## config.mk

```make
export PLATFORM = sky130hd
export DESIGN_NAME = interrupt_request_arbiter
export DESIGN_NICKNAME = d
export VERILOG_FILES = /design/src/rtl/irq_pkg.sv /design/src/rtl/irq_sync.sv /design/src/rtl/interrupt_request_arbiter.sv
export SDC_FILE = /design/constraint.sdc
export NUM_CORES = 1
export LEC_CHECK = 0
export ABC_AREA = 1
export CAP_MARGIN = 20
export CORE_UTILIZATION = 39
export CTS_CLUSTER_DIAMETER = 50
export CTS_CLUSTER_SIZE = 14
export DETAILED_ROUTE_END_ITERATION = 10
export PLACE_DENSITY = 0.69
export SYNTH_ARGS = -nofsm -noshare
export SYNTH_HDL_FRONTEND = slang
export SYNTH_SLANG_ARGS = --single-unit
```

## constraint.sdc

```tcl
create_clock -name clk -period 1.5 [get_ports clk]
set_input_delay 0.3 -clock clk [delete_from_list [all_inputs] [get_ports clk]]
set_output_delay 0.3 -clock clk [all_outputs]
set_load 0.03 [all_outputs]
```

## src/rtl/irq_pkg.sv

```systemverilog
// rtl/irq_pkg.sv - shared FSM encoding, defaults and ID-width helper for the IRQ arbiter
package irq_pkg;

  localparam int IRQ_DEFAULT_NUM  = 4;
  localparam int IRQ_DEFAULT_SYNC = 2;

  typedef enum logic [1:0] {
    ST_IDLE    = 2'd0,
    ST_REQ     = 2'd1,
    ST_SERVICE = 2'd2,
    ST_RETURN  = 2'd3
  } irq_state_t;

  // Width of an IRQ index; a single line still needs one bit.
  function automatic int irq_id_width(input int n);
    return (n <= 1) ? 1 : $clog2(n);
  endfunction

endpackage

```

## src/rtl/irq_sync.sv

```systemverilog
// rtl/irq_sync.sv - single-bit multi-flop synchroniser with async active-low reset
module irq_sync #(
  parameter int SYNC_STAGES = 2
) (
  input  logic clk,
  input  logic nrst,
  input  logic d,
  output logic q
);

  logic [SYNC_STAGES-1:0] chain;

  always_ff @(posedge clk or negedge nrst) begin
    if (!nrst) begin
      chain <= '0;
    end else begin
      chain <= {chain[SYNC_STAGES-2:0], d};
    end
  end

  assign q = chain[SYNC_STAGES-1];

endmodule

```

## src/rtl/interrupt_request_arbiter.sv

```systemverilog
// rtl/interrupt_request_arbiter.sv - fixed-priority IRQ arbiter feeding the interrupt controller
// IRQ_EDGE_DETECT_EN selects edge-triggered pending bits; undefined gives level-sensitive lines.
module interrupt_request_arbiter
  import irq_pkg::*;
#(
  parameter int  NUM_IRQ     = IRQ_DEFAULT_NUM,
  parameter int  SYNC_STAGES = IRQ_DEFAULT_SYNC,
  localparam int ID_W        = irq_id_width(NUM_IRQ)
) (
  input  logic               clk,
  input  logic               nrst,
  input  logic [NUM_IRQ-1:0] irq_in,
  input  logic [NUM_IRQ-1:0] irq_mask,
  input  logic               sel_ISR,
  input  logic               ret_ISR,
  output logic               interrupt_signal,
  output logic [ID_W-1:0]    irq_id,
  output logic               irq_active,
  output logic [NUM_IRQ-1:0] irq_pending
);

  irq_state_t         state;
  irq_state_t         state_nxt;
  logic [ID_W-1:0]    id_nxt;
  logic               int_nxt;
  logic               active_nxt;
  logic [NUM_IRQ-1:0] irq_sync_q;
  logic [NUM_IRQ-1:0] eligible;
  logic [ID_W-1:0]    winner_id;
  logic               sel_q;
  logic               ret_q;
  logic               sel_rise;
  logic               ret_rise;
  logic               ret_fall;

  for (genvar g = 0; g < NUM_IRQ; g++) begin : g_sync
    irq_sync #(
      .SYNC_STAGES(SYNC_STAGES)
    ) u_sync (
      .clk  (clk),
      .nrst (nrst),
      .d    (irq_in[g]),
      .q    (irq_sync_q[g])
    );
  end

  always_ff @(posedge clk or negedge nrst) begin
    if (!nrst) begin
      sel_q <= 1'b0;
      ret_q <= 1'b0;
    end else begin
      sel_q <= sel_ISR;
      ret_q <= ret_ISR;
    end
  end

  assign sel_rise = sel_ISR & ~sel_q;
  assign ret_rise = ret_ISR & ~ret_q;
  assign ret_fall = ~ret_ISR & ret_q;

`ifdef IRQ_EDGE_DETECT_EN
  logic [NUM_IRQ-1:0] sync_prev;
  logic [NUM_IRQ-1:0] rise;
  logic [NUM_IRQ-1:0] ack_clr;
  logic               ack;

  assign ack  = (state == ST_REQ) && sel_rise;
  assign rise = irq_sync_q & ~sync_prev;

  always_comb begin
    ack_clr = '0;
    for (int i = 0; i < NUM_IRQ; i++) begin
      ack_clr[i] = ack && (irq_id == ID_W'(i));
    end
  end

  // A rising edge arriving in the same cycle as the ack survives the clear.
  always_ff @(posedge clk or negedge nrst) begin
    if (!nrst) begin
      sync_prev   <= '0;
      irq_pending <= '0;
    end else begin
      sync_prev   <= irq_sync_q;
      irq_pending <= (irq_pending & ~ack_clr) | rise;
    end
  end
`else
  always_ff @(posedge clk or negedge nrst) begin
    if (!nrst) begin
      irq_pending <= '0;
    end else begin
      irq_pending <= irq_sync_q;
    end
  end
`endif

  assign eligible = irq_pending & ~irq_mask;

  // Scan from the top so the lowest eligible index is the last one written.
  always_comb begin
    winner_id = '0;
    for (int i = NUM_IRQ - 1; i >= 0; i--) begin
      if (eligible[i]) begin
        winner_id = ID_W'(i);
      end
    end
  end

  always_ff @(posedge clk or negedge nrst) begin
    if (!nrst) begin
      state            <= ST_IDLE;
      irq_id           <= '0;
      interrupt_signal <= 1'b1;
      irq_active       <= 1'b0;
    end else begin
      state            <= state_nxt;
      irq_id           <= id_nxt;
      interrupt_signal <= int_nxt;
      irq_active       <= active_nxt;
    end
  end

  always_comb begin
    state_nxt  = state;
    id_nxt     = irq_id;
    int_nxt    = interrupt_signal;
    active_nxt = irq_active;
    case (state)
      ST_IDLE: begin
        if (|eligible) begin
          id_nxt    = winner_id;
          int_nxt   = 1'b0;
          state_nxt = ST_REQ;
        end
      end
      ST_REQ: begin
        if (sel_rise) begin
          int_nxt    = 1'b1;
          active_nxt = 1'b1;
          state_nxt  = ST_SERVICE;
        end
      end
      ST_SERVICE: begin
        if (ret_rise) begin
          state_nxt = ST_RETURN;
        end
      end
      ST_RETURN: begin
        if (ret_fall) begin
          active_nxt = 1'b0;
          state_nxt  = ST_IDLE;
        end
      end
      default: begin
        state_nxt = ST_IDLE;
      end
    endcase
  end

endmodule

```

==> results.sh, run 1 <==
export IMPL_seq_area_frac_synth_pct=61.22
export IMPL_p_per_area_nw_per_um2=1744
export IMPL_drtIter0Drc=3
export IMPL_fmax_mhz=701.0
export IMPL_avgViaCountPerCell=4.250
export IMPL_cts_root_buf="clkbuf_4"
export IMPL_cp_arrival_ns=1.13
export IMPL_place_hpwl_um=938.8
export IMPL_cts_buffers_inserted=3
export IMPL_syn_inst=77
export IMPL_drc=0
export IMPL_antenna_found_initial=0
export IMPL_die_area_sq_um=2289
export IMPL_clk_path_buf_depth=2
export IMPL_final_net_count=118
export IMPL_drv_slew=0
export IMPL_routedWlPerCell_um=10.28
export IMPL_drive_above_1_share_pct=23.76
export IMPL_clk_pin_slew_worst_paths_ns=0.11
export IMPL_die_h_um=47.84
export IMPL_slew_headroom_pct=78.85
export IMPL_crit_family="flip-flops"
export IMPL_critical_path_class="flop to output port"
export IMPL_synth_area_top_cells="dfrtp_1 58%, nand2_1 7.8%, ha_1 6.1%, nand2_2 5.3%, nand2_4 4.1%"
export IMPL_syn_avg_cell_area_sq_um=10.64
export IMPL_tightest_slew_ns=0.3184
export IMPL_crit_fanout=2
export IMPL_netlist_area_sq_um=819.5
export IMPL_yosysWarnings=0
export IMPL_rows=16
export IMPL_post_cts_buffers=0
export IMPL_run_status="complete, no violations"
export IMPL_clk_latency_ns=0.30
export IMPL_hold_buffers=0
export IMPL_startpoint_type="flop"
export IMPL_p_total_mw=1.912
export IMPL_port_buffers=19
export IMPL_cts_resized=10
export IMPL_ant_nets=0
export IMPL_leakage_nw=0.5666
export IMPL_synth_fp_nets=93
export IMPL_first_pass_iters=3
export IMPL_grt_pass1_wl_um=2097
export IMPL_htreeDepth=1
export IMPL_hold_viol_final=0
export IMPL_via_count=544
export IMPL_synthToLayoutAreaGrowth_pct=33.74
export IMPL_slowest_stage="dfstp_2"
export IMPL_crit_buf_inv=1
export IMPL_initial_core_util_pct=41.77
export IMPL_cts_sinks=20
export IMPL_hold_class="input port to async pin"
export IMPL_die_x_um=47.84
export IMPL_synth_top_area_share_pct=58.02
export IMPL_cts_tree="done"
export IMPL_overflow=0
export IMPL_rsz0062_at_grt="no"
export IMPL_synth_seq_cells=20
export IMPL_io_pins=20
export IMPL_fin_tns_setup_ns=0
export IMPL_ir_worst_vdd_uv=1001
export IMPL_n_antenna_cell=0
export IMPL_grt_max_degree=16
export IMPL_grt_pass1_vias=506
export IMPL_drv_cap=0
export IMPL_synth_cell_types=13
export IMPL_gp_congestion=0.6838
export IMPL_synth_top_area_cell="dfrtp_1"
export IMPL_cpPeakStageDelay_ns=0.54
export IMPL_grtUsageTotal_pct=14.42
export IMPL_setup_viol=0
export IMPL_routed_wl_um=1316
export IMPL_fin_crit_ns=1.426
export IMPL_core_area_sq_um=1962
export IMPL_cp_cell_sequence="clkdlybuf4s15_2"
export IMPL_crit_required_ns=1.20
export IMPL_cp_end_kind="output port"
export IMPL_fin_skew_ns=0.002780
export IMPL_finalCritPeriodShare_pct=95.10
==> flip-flops by register name, indices dropped and copies added (netlist names) <==
register,flops
ret_q,1
state,2
irq_pending,4
irq_id,2
sel_q,1
irq_active,1
interrupt_signal,1
g_sync.u_sync.chain,8
==> synthesized netlist by cell type <==
library cell	instances
nand2_4	3
ha_1	4
nand2_2	7
nand2_1	17
dfrtp_1	19
dfstp_2	1
o21ai_1	2
nor2_4	2
inv_1	8
nor2_1	2
inv_2	5
nand3_1	6
o211ai_1	1
==> cells by family after synthesis <==
group / count (synthesis) / share of synthesized area [%]
AO/OA/AOI/OAI: 3 / 2.138
adder cells (fa/ha/maj): 4 / 6.107
buffers and inverters: 13 / 5.955
flip-flops: 20 / 61.22
AND/OR/NAND/NOR: 37 / 24.58
==> final timing paths <==
check,from,end,slack (ns),cells after the start
setup / recovery,interrupt_signal,interrupt_signal,0.07,1
hold reg to reg,g_sync[2].u_sync.chain[1],irq_pending[2],0.36,0
max in group asynchronous,nrst,irq_pending[0],0.79,2
min in group clk,g_sync[2].u_sync.chain[1],irq_pending[2],0.36,0
hold / removal,nrst,sel_q,0.23,1
setup reg to reg,state[1],state[0],0.21,8
==> cell usage in the layout (no fill, tap or decap) <==
| cell | n |
|---|---|
| inv_2 | 5 |
| ha_1 | 4 |
| clkdlybuf4s15_2 | 1 |
| nor2_4 | 2 |
| nand2_2 | 7 |
| nand3_1 | 6 |
| inv_1 | 8 |
| clkdlybuf4s50_1 | 11 |
| nand2_4 | 3 |
| dfrtp_1 | 19 |
| dfstp_2 | 1 |
| nor2_1 | 2 |
| o211ai_1 | 1 |
| nand2_1 | 17 |
| o21ai_1 | 2 |
| dlygate4sd2_1 | 7 |
| buf_4 | 1 |
| clkbuf_4 | 3 |
| bufinv_16 | 1 |
==> report_power, final <==
group	internal [mW]	leakage [nW]	switching [mW]
Combinational	0.292	0.304	0.466
Sequential	0.655	0.234	0.0634
Clock	0.270	0.0279	0.165
Total	1.22	0.567	0.695
==> metal layers <==
layer | vias to the layer above | GRT usage, % | share of wire (%)
met5 | - | 0 | 0
met4 | 0 | 8.333 | 0.99
met3 | 2 | 4.528 | 6.2
met2 | 17 | 25.68 | 50
met1 | 247 | 14.73 | 43
li1 | 278 | - | -
==> layout make-up <==
class,instances,area (sq um)
repair buffers,20,190.2
multi-input cells,44,269.0
inverters,13,48.80
fillers,203,865.8
clock buffers,3,22.52
well taps,27,33.78
flip-flops and latches,20,501.7
clock inverters,1,30.03
==> metrics by stage <==
step           hold slack [ns]  worst slack [ns]  area [sq um]  cells  utilization [%]
3_3_place_gp            0.3329           0.04128          1051    124            53.57
6_report                0.2292           0.07355          1096    128            55.87
2_1_floorplan         0.004409            0.3579         819.5     77                -
4_1_cts                 0.2263           0.06445          1096    128            55.87
3_5_place_dp            0.3347           0.03811          1051    124            53.57
5_1_grt                 0.2259           0.01501          1096    128            55.87
Note: power is estimated with default switching activity, not from simulation.
==> run 2: changes to the inputs <==
ABC_CLOCK_PERIOD_IN_PS = 1500   (was default)
==> results of run 2 <==
The final DEF is identical to that of run 1; final timing and power are the same.
